`config.mk`:
```
export PLATFORM = sky130hd
export DESIGN_NAME = rect_plotter
export DESIGN_NICKNAME = d
export VERILOG_FILES = /design/src/rtl/rect_plotter.sv
export SDC_FILE = /design/constraint.sdc
export NUM_CORES = 1
export LEC_CHECK = 0
export CORE_ASPECT_RATIO = 1.5
export CORE_MARGIN = 5
export CORE_UTILIZATION = 47
export CTS_BUF_LIST = sky130_fd_sc_hd__clkbuf_8
export DETAILED_ROUTE_END_ITERATION = 16
export GPL_ROUTABILITY_DRIVEN = 0
export PLACE_DENSITY = 0.73
export SLEW_MARGIN = 20
export SYNTH_ARGS = -nofsm -noshare
export SYNTH_HDL_FRONTEND = slang
export SYNTH_SLANG_ARGS = --single-unit
```
`constraint.sdc`:
```
create_clock -name clk -period 4.4 [get_ports clk]
set_input_delay 0.88 -clock clk [delete_from_list [all_inputs] [get_ports clk]]
set_output_delay 0.88 -clock clk [all_outputs]
set_load 0.03 [all_outputs]
```
`src/rtl/rect_plotter.sv`:
```
// Rectangle drawing engine: fills, outlines or clears a clipped screen region,
// presenting one registered pixel per clock to the VGA adapter.
module rect_plotter #(
  parameter int X_W      = 8,
  parameter int Y_W      = 7,
  parameter int COLOUR_W = 3,
  parameter int X_MAX    = 159,
  parameter int Y_MAX    = 119
) (
  input  logic                clk,
  input  logic                resetn,
  input  logic                start,
  input  logic [1:0]          mode,
  input  logic [X_W-1:0]      x0,
  input  logic [Y_W-1:0]      y0,
  input  logic [X_W-1:0]      w,
  input  logic [Y_W-1:0]      h,
  input  logic [COLOUR_W-1:0] colour,
  output logic                busy,
  output logic                done,
  output logic [X_W-1:0]      xpos,
  output logic [Y_W-1:0]      ypos,
  output logic [COLOUR_W-1:0] colour_out,
  output logic                plot
);

  typedef enum logic [1:0] {IDLE, CLIP, DRAW, DONE} state_t;

  localparam logic [X_W-1:0] X_MAX_V = X_W'(X_MAX);
  localparam logic [Y_W-1:0] Y_MAX_V = Y_W'(Y_MAX);
  localparam logic [X_W:0]   X_MAX_E = {1'b0, X_MAX_V};
  localparam logic [Y_W:0]   Y_MAX_E = {1'b0, Y_MAX_V};

  state_t state, next_state;

  logic [1:0]          req_mode;
  logic [X_W-1:0]      req_x0, req_w;
  logic [Y_W-1:0]      req_y0, req_h;
  logic [COLOUR_W-1:0] req_colour;

  logic [X_W-1:0] x_start, x_end, cur_x;
  logic [Y_W-1:0] y_start, y_end, cur_y;

  logic           is_outline, is_clear;
  logic [X_W:0]   x_last_full;
  logic [Y_W:0]   y_last_full;
  logic           region_empty;
  logic [X_W-1:0] clip_x_start, clip_x_end;
  logic [Y_W-1:0] clip_y_start, clip_y_end;

  logic           last_pixel, load_pixel, pix_hit;
  logic [X_W-1:0] pix_x;
  logic [Y_W-1:0] pix_y;

  assign is_outline = (req_mode == 2'b01);
  assign is_clear   = (req_mode == 2'b10);

  // One extra bit keeps the far edge from wrapping near the coordinate limit.
  assign x_last_full = {1'b0, req_x0} + {1'b0, req_w} - 1'b1;
  assign y_last_full = {1'b0, req_y0} + {1'b0, req_h} - 1'b1;

  always_comb begin
    clip_x_start = req_x0;
    clip_y_start = req_y0;
    clip_x_end   = (x_last_full > X_MAX_E) ? X_MAX_V : x_last_full[X_W-1:0];
    clip_y_end   = (y_last_full > Y_MAX_E) ? Y_MAX_V : y_last_full[Y_W-1:0];
    region_empty = (req_w == '0) || (req_h == '0) ||
                   ({1'b0, req_x0} > X_MAX_E) || ({1'b0, req_y0} > Y_MAX_E);
    if (is_clear) begin
      clip_x_start = '0;
      clip_y_start = '0;
      clip_x_end   = X_MAX_V;
      clip_y_end   = Y_MAX_V;
      region_empty = 1'b0;
    end
  end

  assign last_pixel = (cur_x == x_end) && (cur_y == y_end);

  always_comb begin
    next_state = state;
    load_pixel = 1'b0;
    pix_x      = cur_x;
    pix_y      = cur_y;
    case (state)
      IDLE: if (start) next_state = CLIP;
      CLIP: begin
        if (region_empty) begin
          next_state = DONE;
        end else begin
          next_state = DRAW;
          load_pixel = 1'b1;
          pix_x      = clip_x_start;
          pix_y      = clip_y_start;
        end
      end
      DRAW: begin
        if (last_pixel) begin
          next_state = DONE;
        end else begin
          load_pixel = 1'b1;
          if (cur_x == x_end) begin
            pix_x = x_start;
            pix_y = cur_y + 1'b1;
          end else begin
            pix_x = cur_x + 1'b1;
          end
        end
      end
      DONE:    next_state = IDLE;
      default: next_state = IDLE;
    endcase
  end

  // Outline edges come from the unclipped rectangle, so clipped edges never match.
  always_comb begin
    pix_hit = 1'b1;
    if (is_outline)
      pix_hit = (pix_x == req_x0) || ({1'b0, pix_x} == x_last_full) ||
                (pix_y == req_y0) || ({1'b0, pix_y} == y_last_full);
  end

  assign busy = (state == CLIP) || (state == DRAW);
  assign done = (state == DONE);

  always_ff @(posedge clk or negedge resetn) begin
    if (!resetn) state <= IDLE;
    else         state <= next_state;
  end

  always_ff @(posedge clk or negedge resetn) begin
    if (!resetn) begin
      req_mode   <= '0;
      req_x0     <= '0;
      req_y0     <= '0;
      req_w      <= '0;
      req_h      <= '0;
      req_colour <= '0;
      x_start    <= '0;
      y_start    <= '0;
      x_end      <= '0;
      y_end      <= '0;
      cur_x      <= '0;
      cur_y      <= '0;
      xpos       <= '0;
      ypos       <= '0;
      colour_out <= '0;
      plot       <= 1'b0;
    end else begin
      if (state == IDLE && start) begin
        req_mode   <= mode;
        req_x0     <= x0;
        req_y0     <= y0;
        req_w      <= w;
        req_h      <= h;
        req_colour <= colour;
      end
      if (state == CLIP) begin
        x_start <= clip_x_start;
        y_start <= clip_y_start;
        x_end   <= clip_x_end;
        y_end   <= clip_y_end;
      end
      plot <= 1'b0;
      if (load_pixel) begin
        cur_x <= pix_x;
        cur_y <= pix_y;
        if (pix_hit) begin
          xpos       <= pix_x;
          ypos       <= pix_y;
          colour_out <= req_colour;
          plot       <= 1'b1;
        end
      end
    end
  end

endmodule

```
==> results.toml <==
[outcome]
status = "completed"

[logic_synthesis]
seq_area_frac_synth = 0.342
syn_area_per_cell_um2 = 9.27
synth_edf_count = 0
synth_cells = 741
syn_area_mm2 = 0.00687
synthDominantCellAreaShare = 0.342
synthTopCellsByCount = "dfrtp_1, inv_1, nand2_1"
synth_cell_types = 91
synthTopCellsByArea = "dfrtp_1, mux2_2, ha_1"
synth.most_common_cell = "dfrtp_1"
ys_ff_latch = 94
synthAdderAreaFrac = 0.0696
yosysWarningCount = 0
synthArstFlopShare = 1.00
synthXorXnorAreaFrac = 0.0548
yosys.area_share.simple = 0.151
syn-num-nets = 816
synth_ff_type = "dfrtp_1"
synth.area.mux_share = 0.0925
synth_top_family_by_area = "compound AO/OA/AOI/OAI gates"
synth_compound_area_frac = 0.215
synth_area_leader_cell = "dfrtp_1"

[die]
rows = 54
pin_count = 59
start_util = 0.475
die-area_mm2 = 0.0172
die-width_um = 109
dieHeight_um = 158
coreArea_mm2 = 0.0145

[cells_and_area]
instances_no_fill = 1002
fillers = 1328
antenna_cells = 0
area_growth_pct = 16.0
drive_gt1_frac = 0.156
finish.instance_area_mm2 = 0.00797
nets = 876
seqCellArea_mm2 = 0.00235
multi_input_area_mm2 = 0.00402

[place]
placed_cells = 986
io_buffers = 58
post-dp-hpwl_mm = 16.8
post_dp_cell_area_mm2 = 0.00776

[sta]
hold_viol = 0
fmax_mhz = 243
finalCritPeriodShare = 0.936
setup_tns_ps = 0
rsz0062_at_grt = "no"
setup_violations = 0
hold_ws_ps = 509
post-route-min-period_ps = 4120
worstMarginPinSlew_ps = 980
slew_headroom = 0.347
worst_clock_skew_ps = 13.5
drv_slew = 0

[clocking]
post_cts_resize_count = 0
cts_root_buf = "clkbuf_8"
clock_path_buffers = 2
clock_latency_ps = 380
htreeDepth = 3
cts_setup_buffers = 0
ctsHoldBuffers = 0
clkSinkCount = 94
tritoncts = "done"
cts_made_buffers = 9
path_clk_slew_ps = 100

[worst_setup_path]
critPathMaxStageDelay_ps = 420
cp_max_fo = 19
crit_chain = "inv_1 -> ha_1 -> inv_1 -> ha_1 -> nand3_1 -> and2_1 -> xnor2_1 -> mux2i_1 -> o221a_2 -> a2111oi_0 -> nand4_1 -> a2111oi_4 -> o41ai_4 -> buf_12 -> mux2_4"
arrival_ps = 4390
crit_slowest_cell = "xnor2_1"
critPathRequiredTime_ps = 4670
crit_type = "flip-flop to flip-flop"
cp-start-kind = "flip-flop"
endpoint_kind = "flip-flop"

[global_route]
grt_overflow = 0
grt_pass1_vias = 6609
grt_usage = 0.276
grt_max_degree = 77
antenna_found_initial = 0
grt_pass1_wl_mm = 35.8

[detailed_routing]
drc = 0
drt_iter0_drc = 627
postRouteAntennaNets = 0
first_pass_iters = 5
num_vias = 6427
wire_per_inst_um = 22.6
routed_wl_mm = 22.6
avgViaCountPerCell = 6.41

[min_path]
hold_class = "flip-flop to flip-flop"

[job]
max-cap-violations = 0
## stage by stage
| step | worst slack [ps] | utilization |
|---|---|---|
| 3_3_place_gp | 395 | 0.537 |
| 3_5_place_dp | 273 | 0.537 |
| 4_1_cts | 240 | 0.550 |
| 2_1_floorplan | 399 | - |
| 5_1_grt | 8.76 | 0.551 |
| 6_report | 280 | 0.551 |
## placed cells by master (no fill, tap or decap), types with 8 or more instances in the layout
cell	synthesis	final
and2_1	9	9
mux2i_1	11	11
buf_4	0	32
nand3_1	16	16
xor2_1	9	9
nor2_1	30	30
and3_1	10	10
nand2_1	48	48
mux2_2	44	44
o21ai_0	33	33
clkbuf_8	0	9
nor3_1	9	9
nand4_1	13	13
xnor2_1	34	34
dfrtp_1	94	94
ha_1	35	35
clkdlybuf4s50_1	0	57
a31oi_1	8	8
o31ai_1	8	8
a21oi_1	39	39
inv_1	86	87
## kinds of logic after synthesis
kind of cell	count (synthesis)
AOI/OAI and AO/OA	199
and+or+nand+nor	184
buffers and inverters	127
DFF	94
muxes	57
xor gates and xnor gates	43
adders and majority gates	37
## flip-flops by register name, indices dropped and copies added, names as in the netlist
signal,count
req_w,8
cur_y,7
x_start,8
req_mode,2
ypos,7
req_x0,8
xpos,8
y_end,7
colour_out,3
plot,1
cur_x,8
x_end,8
state,2
req_h,7
req_y0,7
req_colour,3
## cell type report
type,count,share of cell area
clock inverter,7,0.00927
timing repair buffer,90,0.104
sequential,94,0.295
clock buffer,9,0.0155
multi-input combinational,520,0.504
inverter,86,0.0405
tap,196,0.0308
## critical path, delay by kind of cell (launching register included)
family	cells	cell delay [ps]
buffers and inverters	3	410
xor gates and xnor gates	1	420
adders and majority gates	2	630
DFF	1	410
and+or+nand+nor	3	490
muxes	2	440
AOI/OAI and AO/OA	4	1200
## routing by layer
| metal | share of wire | vias to the layer above | GRT usage |
|---|---|---|---|
| met1 | 0.34 | 3097 | 0.302 |
| met3 | 0.070 | 129 | 0.0416 |
| li1 | - | 2814 | - |
| met2 | 0.51 | 387 | 0.490 |
| met4 | 0.076 | 0 | 0.179 |
| met5 | 0 | - | 0 |
## path summary, 6_finish.rpt
| kind | from | endpoint | slack (ps) | cells after the start |
|---|---|---|---|---|
| hold reg to reg | req_colour[1] | req_colour[1] | 510 | 1 |
| setup / recovery | req_x0[2] | xpos[5] | 280 | 15 |
| max in group asynchronous | resetn | x_end[6] | 2900 | 2 |
| setup reg to reg | req_x0[2] | xpos[5] | 280 | 15 |
| min in group asynchronous | resetn | req_colour[2] | 650 | 1 |
| hold / removal | req_colour[1] | req_colour[1] | 510 | 1 |
Power is not shown: default switching activity piles up to over one toggle a cycle in this logic, so the estimate is an artifact.
